**config.mk**
```make
export PLATFORM = sky130hd
export DESIGN_NAME = rob_commit_ctrl
export DESIGN_NICKNAME = d
export VERILOG_FILES = /design/src/rtl/rob_commit_ctrl_pkg.sv /design/src/rtl/rob_commit_ctrl.sv
export SDC_FILE = /design/constraint.sdc
export NUM_CORES = 2
export LEC_CHECK = 0
export ABC_AREA = 1
export ABC_CLOCK_PERIOD_IN_PS = 8710
export CAP_MARGIN = 20
export CORE_ASPECT_RATIO = 1.75
export CORE_UTILIZATION = 45
export CTS_BUF_LIST = sky130_fd_sc_hd__clkbuf_4
export CTS_CLUSTER_DIAMETER = 100
export DETAILED_ROUTE_END_ITERATION = 6
export HOLD_SLACK_MARGIN = 0.03
export SLEW_MARGIN = 20
export SYNTH_ARGS = -nofsm -noshare
export SYNTH_HDL_FRONTEND = slang
export SYNTH_SLANG_ARGS = --single-unit
```
**constraint.sdc**
```tcl
create_clock -name clk -period 8.71 [get_ports clk]
set_clock_uncertainty 0.05 [all_clocks]
set_input_delay 1.742 -clock clk [delete_from_list [all_inputs] [get_ports clk]]
set_output_delay 1.742 -clock clk [all_outputs]
set_load 0.005 [all_outputs]
```
**src/rtl/rob_commit_ctrl_pkg.sv**
```systemverilog
// rtl/rob_commit_ctrl_pkg.sv - shared widths, ROB entry layout and mispredict helper
package rob_commit_ctrl_pkg;

   localparam int ROB_SIZE = 16;
   localparam int ROB_W    = 4;
   localparam int REG_W    = 5;
   localparam int DATA_W   = 32;

   typedef struct packed {
      logic              valid;
      logic              done;
      logic              has_rd;
      logic [REG_W-1:0]  rd;
      logic              is_br;
      logic              pred_taken;
      logic              taken;
      logic [DATA_W-1:0] val;
      logic [DATA_W-1:0] alt_pc;
   } rob_entry_t;

   // A branch whose resolved direction disagrees with the prediction
   function automatic logic is_mispredict(input rob_entry_t e);
      return e.is_br && (e.taken != e.pred_taken);
   endfunction

endpackage

```
**src/rtl/rob_commit_ctrl.sv**
```systemverilog
// rtl/rob_commit_ctrl.sv - reorder buffer with in-order commit and mispredict flush
module rob_commit_ctrl
   import rob_commit_ctrl_pkg::*;
(
   input  logic              clk,
   input  logic              reset,
   input  logic              ready,
   input  logic              issue_valid,
   input  logic              issue_has_rd,
   input  logic [REG_W-1:0]  issue_rd,
   input  logic              issue_is_br,
   input  logic              issue_pred_taken,
   input  logic [DATA_W-1:0] issue_alt_pc,
   output logic              full,
   output logic [ROB_W-1:0]  alloc_robpos,
   output logic              lock,
   output logic [REG_W-1:0]  lock_rd,
   output logic [ROB_W-1:0]  lock_robpos,
   input  logic              wb_valid,
   input  logic [ROB_W-1:0]  wb_robpos,
   input  logic [DATA_W-1:0] wb_val,
   input  logic              wb_taken,
   input  logic [ROB_W-1:0]  rs1_q_robpos,
   input  logic [ROB_W-1:0]  rs2_q_robpos,
   output logic              rs1_q_ready,
   output logic              rs2_q_ready,
   output logic [DATA_W-1:0] rs1_q_val,
   output logic [DATA_W-1:0] rs2_q_val,
   output logic              unlock,
   output logic [REG_W-1:0]  unlock_rd,
   output logic [ROB_W-1:0]  unlock_robpos,
   output logic [DATA_W-1:0] unlock_val,
   output logic              clear,
   output logic [DATA_W-1:0] redirect_pc
);

   rob_entry_t        r_rob [ROB_SIZE];
   logic [ROB_W-1:0]  r_head;
   logic [ROB_W-1:0]  r_tail;
   logic [ROB_W:0]    r_count;
   logic              r_unlock;
   logic [REG_W-1:0]  r_unlock_rd;
   logic [ROB_W-1:0]  r_unlock_robpos;
   logic [DATA_W-1:0] r_unlock_val;
   logic              r_clear;
   logic [DATA_W-1:0] r_redirect_pc;

   logic              w_full;
   logic              w_alloc;
   logic              w_wb;
   logic              w_commit;
   rob_entry_t        w_head_e;

   // full is judged on the pre-commit count, so a commit never frees a slot in its own cycle
   assign w_full   = (r_count == (ROB_W+1)'(ROB_SIZE));
   assign w_alloc  = ready && issue_valid && !w_full && !r_clear;
   assign w_wb     = ready && wb_valid && !r_clear && r_rob[wb_robpos].valid;
   assign w_head_e = r_rob[r_head];
   assign w_commit = ready && !r_clear && w_head_e.valid && w_head_e.done;

   assign full          = w_full;
   assign alloc_robpos  = r_tail;
   assign lock          = w_alloc && issue_has_rd && (issue_rd != '0);
   assign lock_rd       = issue_rd;
   assign lock_robpos   = r_tail;
   assign unlock        = r_unlock;
   assign unlock_rd     = r_unlock_rd;
   assign unlock_robpos = r_unlock_robpos;
   assign unlock_val    = r_unlock_val;
   assign clear         = r_clear;
   assign redirect_pc   = r_redirect_pc;

   // Operand query port 1: stored result first, then same-cycle CDB bypass
   always_comb begin
      rs1_q_ready = 1'b0;
      rs1_q_val   = '0;
      if (!r_clear) begin
         if (r_rob[rs1_q_robpos].valid && r_rob[rs1_q_robpos].done) begin
            rs1_q_ready = 1'b1;
            rs1_q_val   = r_rob[rs1_q_robpos].val;
         end else if (wb_valid && (wb_robpos == rs1_q_robpos)) begin
            rs1_q_ready = 1'b1;
            rs1_q_val   = wb_val;
         end
      end
   end

   // Operand query port 2: identical lookup for the second source operand
   always_comb begin
      rs2_q_ready = 1'b0;
      rs2_q_val   = '0;
      if (!r_clear) begin
         if (r_rob[rs2_q_robpos].valid && r_rob[rs2_q_robpos].done) begin
            rs2_q_ready = 1'b1;
            rs2_q_val   = r_rob[rs2_q_robpos].val;
         end else if (wb_valid && (wb_robpos == rs2_q_robpos)) begin
            rs2_q_ready = 1'b1;
            rs2_q_val   = wb_val;
         end
      end
   end

   // Allocate, writeback, in-order commit and mispredict flush; flush overrides everything else
   always_ff @(posedge clk) begin
      if (reset) begin
         r_head          <= '0;
         r_tail          <= '0;
         r_count         <= '0;
         r_unlock        <= 1'b0;
         r_unlock_rd     <= '0;
         r_unlock_robpos <= '0;
         r_unlock_val    <= '0;
         r_clear         <= 1'b0;
         r_redirect_pc   <= '0;
         for (int i = 0; i < ROB_SIZE; i++) r_rob[i].valid <= 1'b0;
      end else if (!ready) begin
         r_unlock <= 1'b0;
         r_clear  <= 1'b0;
      end else begin
         r_unlock <= 1'b0;
         r_clear  <= 1'b0;
         if (w_alloc) begin
            r_rob[r_tail] <= '{valid: 1'b1, done: 1'b0, has_rd: issue_has_rd,
                               rd: issue_rd, is_br: issue_is_br,
                               pred_taken: issue_pred_taken, taken: 1'b0,
                               val: '0, alt_pc: issue_alt_pc};
            r_tail <= r_tail + 1'b1;
         end
         if (w_wb) begin
            r_rob[wb_robpos].done  <= 1'b1;
            r_rob[wb_robpos].val   <= wb_val;
            r_rob[wb_robpos].taken <= wb_taken;
         end
         if (w_commit) begin
            r_unlock            <= w_head_e.has_rd && (w_head_e.rd != '0);
            r_unlock_rd         <= w_head_e.rd;
            r_unlock_robpos     <= r_head;
            r_unlock_val        <= w_head_e.val;
            r_rob[r_head].valid <= 1'b0;
            r_head              <= r_head + 1'b1;
         end
         r_count <= r_count + (ROB_W+1)'(w_alloc) - (ROB_W+1)'(w_commit);
         if (w_commit && is_mispredict(w_head_e)) begin
            r_clear       <= 1'b1;
            r_redirect_pc <= w_head_e.alt_pc;
            r_head        <= '0;
            r_tail        <= '0;
            r_count       <= '0;
            for (int i = 0; i < ROB_SIZE; i++) r_rob[i].valid <= 1'b0;
         end
      end
   end

endmodule

```
# Word-level counts from Yosys, hierarchy flattened

Memory sizes are Yosys's and may differ from the RTL's. A register that Yosys moved wholly into a read port is not among the register bits.
Cells that the tools add are included.

Bits in writable memories: 1200
Word-level logic and storage cells: 353
Output and inout port bits: 156
Input port bits: 90
Register bits: 88
Memories: 1

Memories:

| memory | depth | bits a word | rd ports | clocked after memory_dff | write ports | line                  | text |
|---|---|---|---|---|---|---|---|
| r_rob  | 16    | 75          | 4        | 1                        | 18          | rob_commit_ctrl.sv:37 | `rob_entry_t r_rob [ROB_SIZE];` |

Equality and inequality tests: 37
Reduce and logical (&&, ||, !) cells: 30
Muxes and demuxes: 56
Bitwise gates (word level): 216
Add/subtract/negate cells: 4

Operator list:

| kind                                        | count |
|---|---|
| two-way mux 32 bit                          | 6 |
| equality test 4 bit, second input constant  | 32 |
| AND 1 bit                                   | 99 |
| two-way mux 75 bit                          | 1 |
| OR reduction 75 bit                         | 1 |
| inverter 1 bit                              | 68 |
| two-way mux 1 bit                           | 40 |
| AND 1 bit, second input constant            | 32 |
| two-way mux 4 bit                           | 7 |
| logical AND 1 bit                           | 18 |
| OR 1 bit                                    | 16 |
| equality test 4 bit                         | 3 |
| nonzero test 5 bit                          | 2 |
| adder 4 x 1 -> 4 bit, second input constant | 2 |
| AND reduction 2 bit                         | 4 |
| adder 5 x 1 -> 5 bit                        | 1 |
| equality test 5 bit, second input constant  | 1 |
| two-way mux 5 bit                           | 1 |
| subtractor 5 x 1 -> 5 bit                   | 1 |
| nonzero test 2 bit                          | 2 |
| OR reduction 3 bit                          | 1 |
| logical NOT 1 bit                           | 2 |
| two-way mux 2 bit                           | 1 |
| AND 1 bit, first input constant             | 1 |
| != test 1 bit                               | 1 |

# Logic depth before layout (Yosys ltp)

Depth after elaboration: 30
Gate-level depth with buffers: 22

# Worst setup path after synthesis

Ideal clock, no wire load.

Path kind: input-to-reg
Start point: in ready
End point: mem r_rob[10][32] (netlist bit), enable pin
Arrival: 5.399 ns
Cell stages on the path: 8
Data required time: 8.269 ns
Library setup time: 0.391 ns
Setup slack: 2.871 ns
Cells stage by stage: inv_1 nor2_1 nand3_1 nor2_1 clkinv_1 nor2_1 inv_1 nand2_1

RTL lines:

| what        | line                  | text |
|---|---|---|
| from (decl) | rob_commit_ctrl.sv:7  | `input logic ready,` |
| to (decl)   | rob_commit_ctrl.sv:37 |  |

# Worst setup path after layout

Start point: in rs2_q_robpos[3]
End point: out rs2_q_val[31]

Word-level cells in the longest chain between the ends: 5
Elaborated cells on any way between the ends: 7
Classes of those cells: eq/ne: 1; mux: 3; reduce/logical: 2; memory: 1

Ends and longest elaborated chain:

| what                                                                              | line                  | text |
|---|---|---|
| from (decl)                                                                       | rob_commit_ctrl.sv:24 | `input logic [ROB_W-1:0] rs2_q_robpos,` |
| parallel branches: the longest is 3 deep, another holds memory read (16 x 75 bit) | n/a                   |  |
| two-way mux 32 bit (*)                                                            | rob_commit_ctrl.sv:93 | `if (r_rob[rs2_q_robpos].valid && r_rob[rs2_q_robpos].done) begin` |
| two-way mux 32 bit (*)                                                            | rob_commit_ctrl.sv:92 | `if (!r_clear) begin` |
| to (decl)                                                                         | rob_commit_ctrl.sv:28 | `output logic [DATA_W-1:0] rs2_q_val,` |

Every way passes the cells marked *.

==> report_table.html <==
<table>
<tr><th>Metric</th><th>Value</th></tr>
<tr><th colspan="2">Detailed routing</th></tr>
<tr><td>Routed via count</td><td>56500</td></tr>
<tr><td>Number of violations reported at the end of detailed-routing iteration 0</td><td>6894</td></tr>
<tr><td>Ratio of routed vias to standard cells</td><td>6.27</td></tr>
<tr><td>First-pass iteration count of the detailed router</td><td>7</td></tr>
<tr><td>Sum of routed wire length over all layers</td><td>251000 µm</td></tr>
<tr><td>Post-route DRC</td><td>1</td></tr>
<tr><td>Post-DRT Antenna Nets</td><td>0</td></tr>
<tr><td>Post-DR wirelength/cell</td><td>27.9 µm</td></tr>
<tr><th colspan="2">Synth</th></tr>
<tr><td>Distinct cell type count after synthesis</td><td>37</td></tr>
<tr><td>Post-synthesis cell type with the largest combined area</td><td>sky130_fd_sc_hd__edfxtp_1</td></tr>
<tr><td>Top flip-flop cell by instance count after synthesis</td><td>sky130_fd_sc_hd__edfxtp_1</td></tr>
<tr><td>Most area-consuming cells after synthesis</td><td>sky130_fd_sc_hd__edfxtp_1 (55%), sky130_fd_sc_hd__o21ai_0 (8.7%), sky130_fd_sc_hd__nor2_1 (6.4%)</td></tr>
<tr><td>Synthesized flop and latch total</td><td>1292</td></tr>
<tr><td>Area of the mapped netlist</td><td>63500 µm²</td></tr>
<tr><td>Gate Count Post-Synth</td><td>6830</td></tr>
<tr><td>Average footprint of a synthesized cell</td><td>9.30 µm²</td></tr>
<tr><td>Post-synth EDFFs</td><td>1168</td></tr>
<tr><td>Commonest cells post-synth</td><td>sky130_fd_sc_hd__edfxtp_1 (1168), sky130_fd_sc_hd__o21ai_0 (1109), sky130_fd_sc_hd__nor2_1 (1082)</td></tr>
<tr><td>Warning count from the yosys run</td><td>0</td></tr>
<tr><td>Async SR Flop Fraction</td><td>0</td></tr>
<tr><td>Most used standard cell by instance count after synthesis</td><td>sky130_fd_sc_hd__edfxtp_1</td></tr>
<tr><td>Fraction of the yosys area taken by sequential cells</td><td>0.591</td></tr>
<tr><td>Post-synth net total</td><td>6935</td></tr>
<tr><td>Fraction of synthesized cell area taken by the top area cell type</td><td>0.552</td></tr>
<tr><th colspan="2">Setup path</th></tr>
<tr><td>Cells along the critical path</td><td>buf_2 -&gt; clkinv_1 -&gt; buf_4 -&gt; nand3_1 -&gt; nand2_2 -&gt; a21oi_1 -&gt; inv_1 -&gt; a211oi_1 -&gt; clkdlybuf4s50_1</td></tr>
<tr><td>Max stage delay on crit path</td><td>720 ps</td></tr>
<tr><td>Critical Path End Type</td><td>output pin</td></tr>
<tr><td>Worst path slowest cell</td><td>sky130_fd_sc_hd__clkinv_1</td></tr>
<tr><td>Internal reg-to-reg setup slack</td><td>3330 ps</td></tr>
<tr><td>Critical path startpoint category</td><td>primary input</td></tr>
<tr><td>Data required time of the worst path</td><td>6920 ps</td></tr>
<tr><td>CP Data Arrival Time</td><td>5980 ps</td></tr>
<tr><td>Worst-path fanout max</td><td>32</td></tr>
<tr><td>Path type of the worst setup path</td><td>in2out</td></tr>
<tr><th colspan="2">Timing</th></tr>
<tr><td>Tmin final</td><td>7780 ps</td></tr>
<tr><td>Hold slack</td><td>407 ps</td></tr>
<tr><td>Transition time at the pin with the least slew margin</td><td>1250 ps</td></tr>
<tr><td>Fin crit share</td><td>0.893</td></tr>
<tr><td>Sum of negative setup slack</td><td>0 ps</td></tr>
<tr><td>Maximum clock frequency</td><td>129 MHz</td></tr>
<tr><td>Slew Limit Fails</td><td>0</td></tr>
<tr><td>Setup violation total in the final timing report</td><td>0</td></tr>
<tr><td>Setup repair after global routing missed its margin</td><td>no</td></tr>
<tr><td>Final Hold Vio Count</td><td>0</td></tr>
<tr><td>Relative slew slack</td><td>0.157</td></tr>
<tr><th colspan="2">Clocking</th></tr>
<tr><td>Number of clock buffers inserted by TritonCTS</td><td>320</td></tr>
<tr><td>Number of hold-repair buffers added at the cts stage</td><td>0</td></tr>
<tr><td>Clock latency reported for the late side of the worst-skew pair</td><td>1330 ps</td></tr>
<tr><td>Count of instances resized after the clock tree is built</td><td>0</td></tr>
<tr><td>Root Buffer</td><td>sky130_fd_sc_hd__clkbuf_4</td></tr>
<tr><td>H-tree levels</td><td>5</td></tr>
<tr><td>CTS clk-pin slew, worst paths</td><td>60 ps</td></tr>
<tr><td># clock sinks</td><td>1292</td></tr>
<tr><td>Clock tree from TritonCTS</td><td>built</td></tr>
<tr><td>Total setup buffers inserted after CTS</td><td>0</td></tr>
<tr><td>Maximum root-to-sink buffer count</td><td>4</td></tr>
<tr><th colspan="2">Floorplanning</th></tr>
<tr><td>Floorplan die height</td><td>499 µm</td></tr>
<tr><td># rows</td><td>182</td></tr>
<tr><td>Boundary Pins</td><td>246</td></tr>
<tr><td>Die width</td><td>286 µm</td></tr>
<tr><td>Starting density of the core</td><td>0.453</td></tr>
<tr><td>Total die area</td><td>143000 µm²</td></tr>
<tr><td>Core outline area</td><td>140000 µm²</td></tr>
<tr><th colspan="2">Final layout</th></tr>
<tr><td>Area grow syn2layout</td><td>11.9%</td></tr>
<tr><td>Fillcell total</td><td>13200</td></tr>
<tr><td>Fraction of layout instances using a drive strength above 1</td><td>0.0979</td></tr>
<tr><td>Count of nets after finishing</td><td>7019</td></tr>
<tr><th colspan="2">GRT</th></tr>
<tr><td>Maximum number of pins on one net before global-route repair</td><td>228</td></tr>
<tr><td>Antenna violations before repair</td><td>25</td></tr>
<tr><td>Remaining global-route overflow</td><td>0</td></tr>
<tr><td>Global-route usage over all layers</td><td>0.343</td></tr>
<tr><td>Global-route wire length before repair</td><td>356000 µm</td></tr>
<tr><td>Vias in the first global route</td><td>53900</td></tr>
<tr><th colspan="2">Outcome</th></tr>
<tr><td>Result of the run</td><td>finished with violations</td></tr>
<tr><td>Violated checks</td><td>DRC</td></tr>
<tr><th colspan="2">Worst hold path</th></tr>
<tr><td>Type of the tightest min-delay check</td><td>reg2reg</td></tr>
<tr><th colspan="2">Power and ir drop</th></tr>
<tr><td>Pwr per Cell Area</td><td>181 nW/µm²</td></tr>
<tr><td>Worst IR drop on VDD</td><td>0.000140 V</td></tr>
<tr><td>Leakage Power</td><td>25.6 nW</td></tr>
<tr><td>Overall power</td><td>0.0129 W</td></tr>
<tr><th colspan="2">Placed design</th></tr>
<tr><td>Weighted congestion at the end of routability-driven global placement</td><td>0.954</td></tr>
<tr><td>Half-perimeter wire length after detailed placement</td><td>138000 µm</td></tr>
<tr><td>Count of buffers inserted at the top-level ports</td><td>245</td></tr>
<tr><th colspan="2">Run</th></tr>
<tr><td>Max-Cap Viols</td><td>0</td></tr>
</table>
flip-flops by register name (all words and copies together), names as in the netlist, named ones only:
register / cells
clear: 1
redirect_pc: 32
unlock: 1
r_rob: 1200
unlock_rd: 5
r_head: 4
r_count: 5
unlock_robpos: 4
unlock_val: 32
alloc_robpos: 4
worst max-delay path, delay by kind of cell:
family                 cells  cell delay [ps]
buffers and inverters      5             2970
AND/OR/NAND/NOR            2              250
AO/OA/AOI/OAI              2              960
path summary, 6_finish.rpt:
| check | from | endpoint | cells after the start |
|---|---|---|---|
| max | rs2_q_robpos[3] | rs2_q_val[31] | 9 |
| min reg2reg | redirect_pc[18] | redirect_pc[18] | 2 |
| max reg2reg | flop | r_rob[10][74] | 13 |
| min | redirect_pc[18] | redirect_pc[18] | 2 |
metal layers:
metal / global-route usage / part of all wire / vias to the layer above
met2: 0.558 / 0.47 / 3828
met1: 0.386 / 0.34 / 26900
met4: 0.249 / 0.081 / 32
met3: 0.0941 / 0.11 / 1084
met5: 0 / 0.00089 / -
li1: - / - / 24600
final cells by class:
cell class                      instances  area (µm²)  area share
Timing Repair Buffer                  362        3500      0.0492
Clock buffer                          488        3660      0.0515
Clock inverter                         69         405     0.00570
Inverter                              415        1580      0.0223
Tap cell                             1840        2300      0.0324
Antenna cell                           14        35.0    0.000493
Sequential cell                      1292       37600       0.529
Multi-Input combinational cell       4523       22000       0.310
power breakdown:
part           switching (W)  internal (W)  total (W)  leakage [nW]
logic               0.000652      0.000266   0.000919          12.2
clock network        0.00253       0.00269    0.00522          2.44
registers         0.00000812       0.00672    0.00673          10.9
total                0.00319       0.00968     0.0129          25.6
cells in the final DEF, fill, tap and decap left out, types with 3 or more instances in the layout:
cell	n
sky130_fd_sc_hd__xnor2_1	3
sky130_fd_sc_hd__a22oi_1	4
sky130_fd_sc_hd__clkdlybuf4s50_1	237
sky130_fd_sc_hd__dfxtp_1	120
sky130_fd_sc_hd__nand2_4	7
sky130_fd_sc_hd__inv_4	3
sky130_fd_sc_hd__a211oi_1	81
sky130_fd_sc_hd__o21ai_0	1103
sky130_fd_sc_hd__clkbuf_4	488
sky130_fd_sc_hd__nand4_1	11
sky130_fd_sc_hd__inv_1	361
sky130_fd_sc_hd__o221ai_1	78
sky130_fd_sc_hd__a31oi_1	82
sky130_fd_sc_hd__ha_1	14
sky130_fd_sc_hd__o21ai_1	6
sky130_fd_sc_hd__nand2_2	23
sky130_fd_sc_hd__nor2_1	1072
sky130_fd_sc_hd__buf_4	106
sky130_fd_sc_hd__xor2_1	3
sky130_fd_sc_hd__o21ai_4	4
sky130_fd_sc_hd__clkinv_1	88
sky130_fd_sc_hd__inv_2	17
sky130_fd_sc_hd__nor3_1	4
sky130_fd_sc_hd__a21oi_1	676
sky130_fd_sc_hd__clkinv_2	5
sky130_fd_sc_hd__bufinv_16	5
sky130_fd_sc_hd__o211ai_1	156
sky130_fd_sc_hd__diode_2	14
sky130_fd_sc_hd__edfxtp_1	1168
sky130_fd_sc_hd__nand2_1	617
sky130_fd_sc_hd__nor2_4	12
sky130_fd_sc_hd__nand3_1	467
sky130_fd_sc_hd__o22ai_1	89
sky130_fd_sc_hd__dfxtp_4	4
sky130_fd_sc_hd__buf_12	12
through the flow:
stage | utilization | instances | instance area, µm² | setup WS (ps)
6_report | 0.507 | 9003 | 71100 | 934
5_1_grt | 0.506 | 8993 | 71000 | 1150
4_1_cts | 0.506 | 8988 | 71000 | 1320
2_1_floorplan | - | 6830 | 63500 | 2870
3_5_place_dp | 0.477 | 8431 | 66900 | 1340
3_3_place_gp | 0.477 | 8431 | 66900 | 1420
kinds of logic after synthesis:
| family | Yosys count | share of synthesized area |
|---|---|---|
| compound gates | 2284 | 0.198 |
| simple gates | 2218 | 0.142 |
| flops | 1292 | 0.591 |
| fa+ha+maj | 15 | 0.00307 |
| buf+inv | 1015 | 0.0653 |
| xor+xnor | 6 | 0.000828 |
(Power assumes the default switching activity.)
==> edit (same settings) <==
Register the output `redirect_pc` once more, cleared by the reset; this adds one clock of latency there. The other outputs are not delayed to match.
--- a/src/rtl/rob_commit_ctrl.sv
+++ b/src/rtl/rob_commit_ctrl.sv
@@ -68,7 +68,13 @@
    assign unlock_robpos = r_unlock_robpos;
    assign unlock_val    = r_unlock_val;
    assign clear         = r_clear;
-   assign redirect_pc   = r_redirect_pc;
+   always_ff @(posedge clk) begin
+      if (reset) begin
+         redirect_pc <= '0;
+      end else begin
+         redirect_pc <= r_redirect_pc;
+      end
+   end
 
    // Operand query port 1: stored result first, then same-cycle CDB bypass
    always_comb begin
Function: not settled (the Yosys comparison gave no result); the edit may change what the design does.
==> edit against the unedited design <==
  * The run still ends with DRC left
  * Power down 0.26%
  * Critical endpoint is now rs1_q_val[11]
  * Combinational power is 8.5% lower
  * Worst setup slack better by 0.59 ns
  * Synthesized cell count is 1.9% higher
  * Largest power group unchanged
  * Area after synthesis is 1.1% higher
  * Sequential power grew 2%
  * Routed wire length down 6.1%
  * Clock power shrank 2%
  * Final area up 0.98%
  * Via count is 1.1% lower
  * Register-to-register slack got worse by 0.40 ns
  * Sequential cell count increased by 32
==> edit: results <==
set metrics [dict create \
    run_status "finished, violations left" \
    violations "DRC" \
    filler_cell_count 13280 \
    timing.hold.worst_endpoint "redirect_pc[26]" \
    synthFlopType "edfxtp_1" \
    route.detailed.drc 89 \
    synth_edf_count 1168 \
    number_of_flip_flops_in_the_largest_register 1200 \
    part_of_the_yosys_area_used_for_sequential_elements_pct 59.46 \
    postSynthNetCount 7064 \
    top_register "r_rob" \
    timing.hold.worst.start "r_redirect_pc[26]" \
    first_global_vias 53680 \
    slew_headroom_pct 18.33 \
    cts_buffers 324 \
    clk_pin_slew_worst_paths_ns 0.06 \
    clock_tree.root_cell "clkbuf_4" \
    drtPass1Iterations 7 \
    critical_path.slowest_cell "nand2_2" \
    reg2regPathDepth 15 \
    cts.repair_timing.setup_buffer_count 0 \
    ir_drop_mv 0.1217 \
    drive_gt1_share_pct 9.545 \
    grt_antenna_before_repair 21 \
    cts-htree-levels 5 \
    clkLatencyLatePin_ns 1.28 \
    cp_max_fanout 34 \
    switching_share_pct 24.21 \
    post_synth_most_frequent_cells "edfxtp_1 (1168), o21ai_0 (1119), nor2_1 (1062)" \
    synth-warning-count 0 \
    gp_congestion 0.9181 \
    critical_path.top_delay_family "buffers and inverters" \
    post_synth_num_cell_types 40 \
    netlist_top_cells_area "edfxtp_1 (55%), o21ai_0 (8.7%), nor2_1 (6.2%)" \
    drt_iter0_drc 6373 \
    netlist.area_leader.share_pct 54.60 \
    dp_hpwl_mm 127.5 \
    grt_pass1_wl_mm 339.8 \
    numPortBuffers 245 \
    p_leak_nw 25.76 \
    groute.usage.overall_pct 32.02 \
    hold-worst-slack_ns 0.3758 \
    cp_data_arrival_time_ns 5.40 \
    post_dp_cell_area_sq_mm 0.06772 \
    async_flop_share_pct 0 \
    regToRegSetupSlack_ns 2.93 \
    crit-reg2reg-capture "r_redirect_pc[22]" \
    max-clock-path-buffers 4 \
    holdPathStages 2 \
    drt-wirelength-per-cell_um 25.79 \
    drt-vias-per-instance 6.119 \
    cts.repair.resized 0 \
    crit_path_max_incr_delay_ns 0.69 \
    pin_count_of_the_biggest_net_entering_global_routing 232 \
]
[edit: area by class of cell]
type / instances / area (sq um) / area share, %
Sequential cell: 1324 / 38210 / 53.25
Timing Repair Buffer: 361 / 3460 / 4.821
Clock buffer: 466 / 3498 / 4.875
Tap cell: 1850 / 2315 / 3.225
Inverter: 443 / 1689 / 2.354
Multi-Input combinational cell: 4587 / 22080 / 30.76
Clock inverter: 90 / 496.7 / 0.6922
Antenna cell: 7 / 17.52 / 0.02441
[edit: power groups by stage]
| stage | logic (mW) | registers [mW] | clock network [mW] |
|---|---|---|---|
| 4_1_cts | 0.824 | 6.88 | 5.21 |
| 2_1_floorplan | 0.430 | 7.02 | 0 |
| 3_5_place_dp | 0.822 | 7.02 | 0 |
| 6_report | 0.841 | 6.88 | 5.13 |
| 5_1_grt | 0.902 | 6.87 | 5.51 |
| 3_3_place_gp | 0.814 | 7.02 | 0 |
[edit: worst min-delay path: cells and delay by family, from the launching register on]
| family | cells | cell delay [ns] |
|---|---|---|
| flops | 1 | 0.30 |
| simple gates | 1 | 0.04 |
| buf+inv | 1 | 0.05 |
[edit: cell families after synthesis]
group / after synthesis / synth area share [%]
flip-flops: 1324 / 59.46
AO/OA/AOI/OAI: 2310 / 19.52
adder cells (fa/ha/maj): 15 / 0.3039
XOR/XNOR: 4 / 0.05455
AND/OR/NAND/NOR: 2258 / 14.25
buffers and inverters: 1048 / 6.416
[edit: per-stage QoR]
step,worst slack [ns],cells
5_1_grt,1.411,9125
3_5_place_dp,1.524,8564
3_3_place_gp,1.623,8563
2_1_floorplan,2.729,6959
6_report,1.520,9128
4_1_cts,1.523,9120
[edit: worst max path at each step]
stage               endpoint  slack [ns]  depth (start not counted)             from
5_1_grt         rs1_q_val[8]        1.41                         10  rs1_q_robpos[2]
4_1_cts         rs1_q_val[3]        1.52                         10  rs1_q_robpos[2]
3_3_place_gp    rs1_q_val[1]        1.62                         10  rs1_q_robpos[2]
6_report       rs1_q_val[11]        1.52                         10  rs1_q_robpos[2]
3_5_place_dp    rs1_q_val[3]        1.52                         10  rs1_q_robpos[2]
2_1_floorplan  r_rob[10][32]        2.73                          9            ready
[edit: metal layers]
layer / routed length [um] / track usage (%)
met2: 114200 / 53.76
met4: 14170 / 18.95
met1: 83780 / 37.29
met3: 23060 / 7.055
met5: 212 / 0
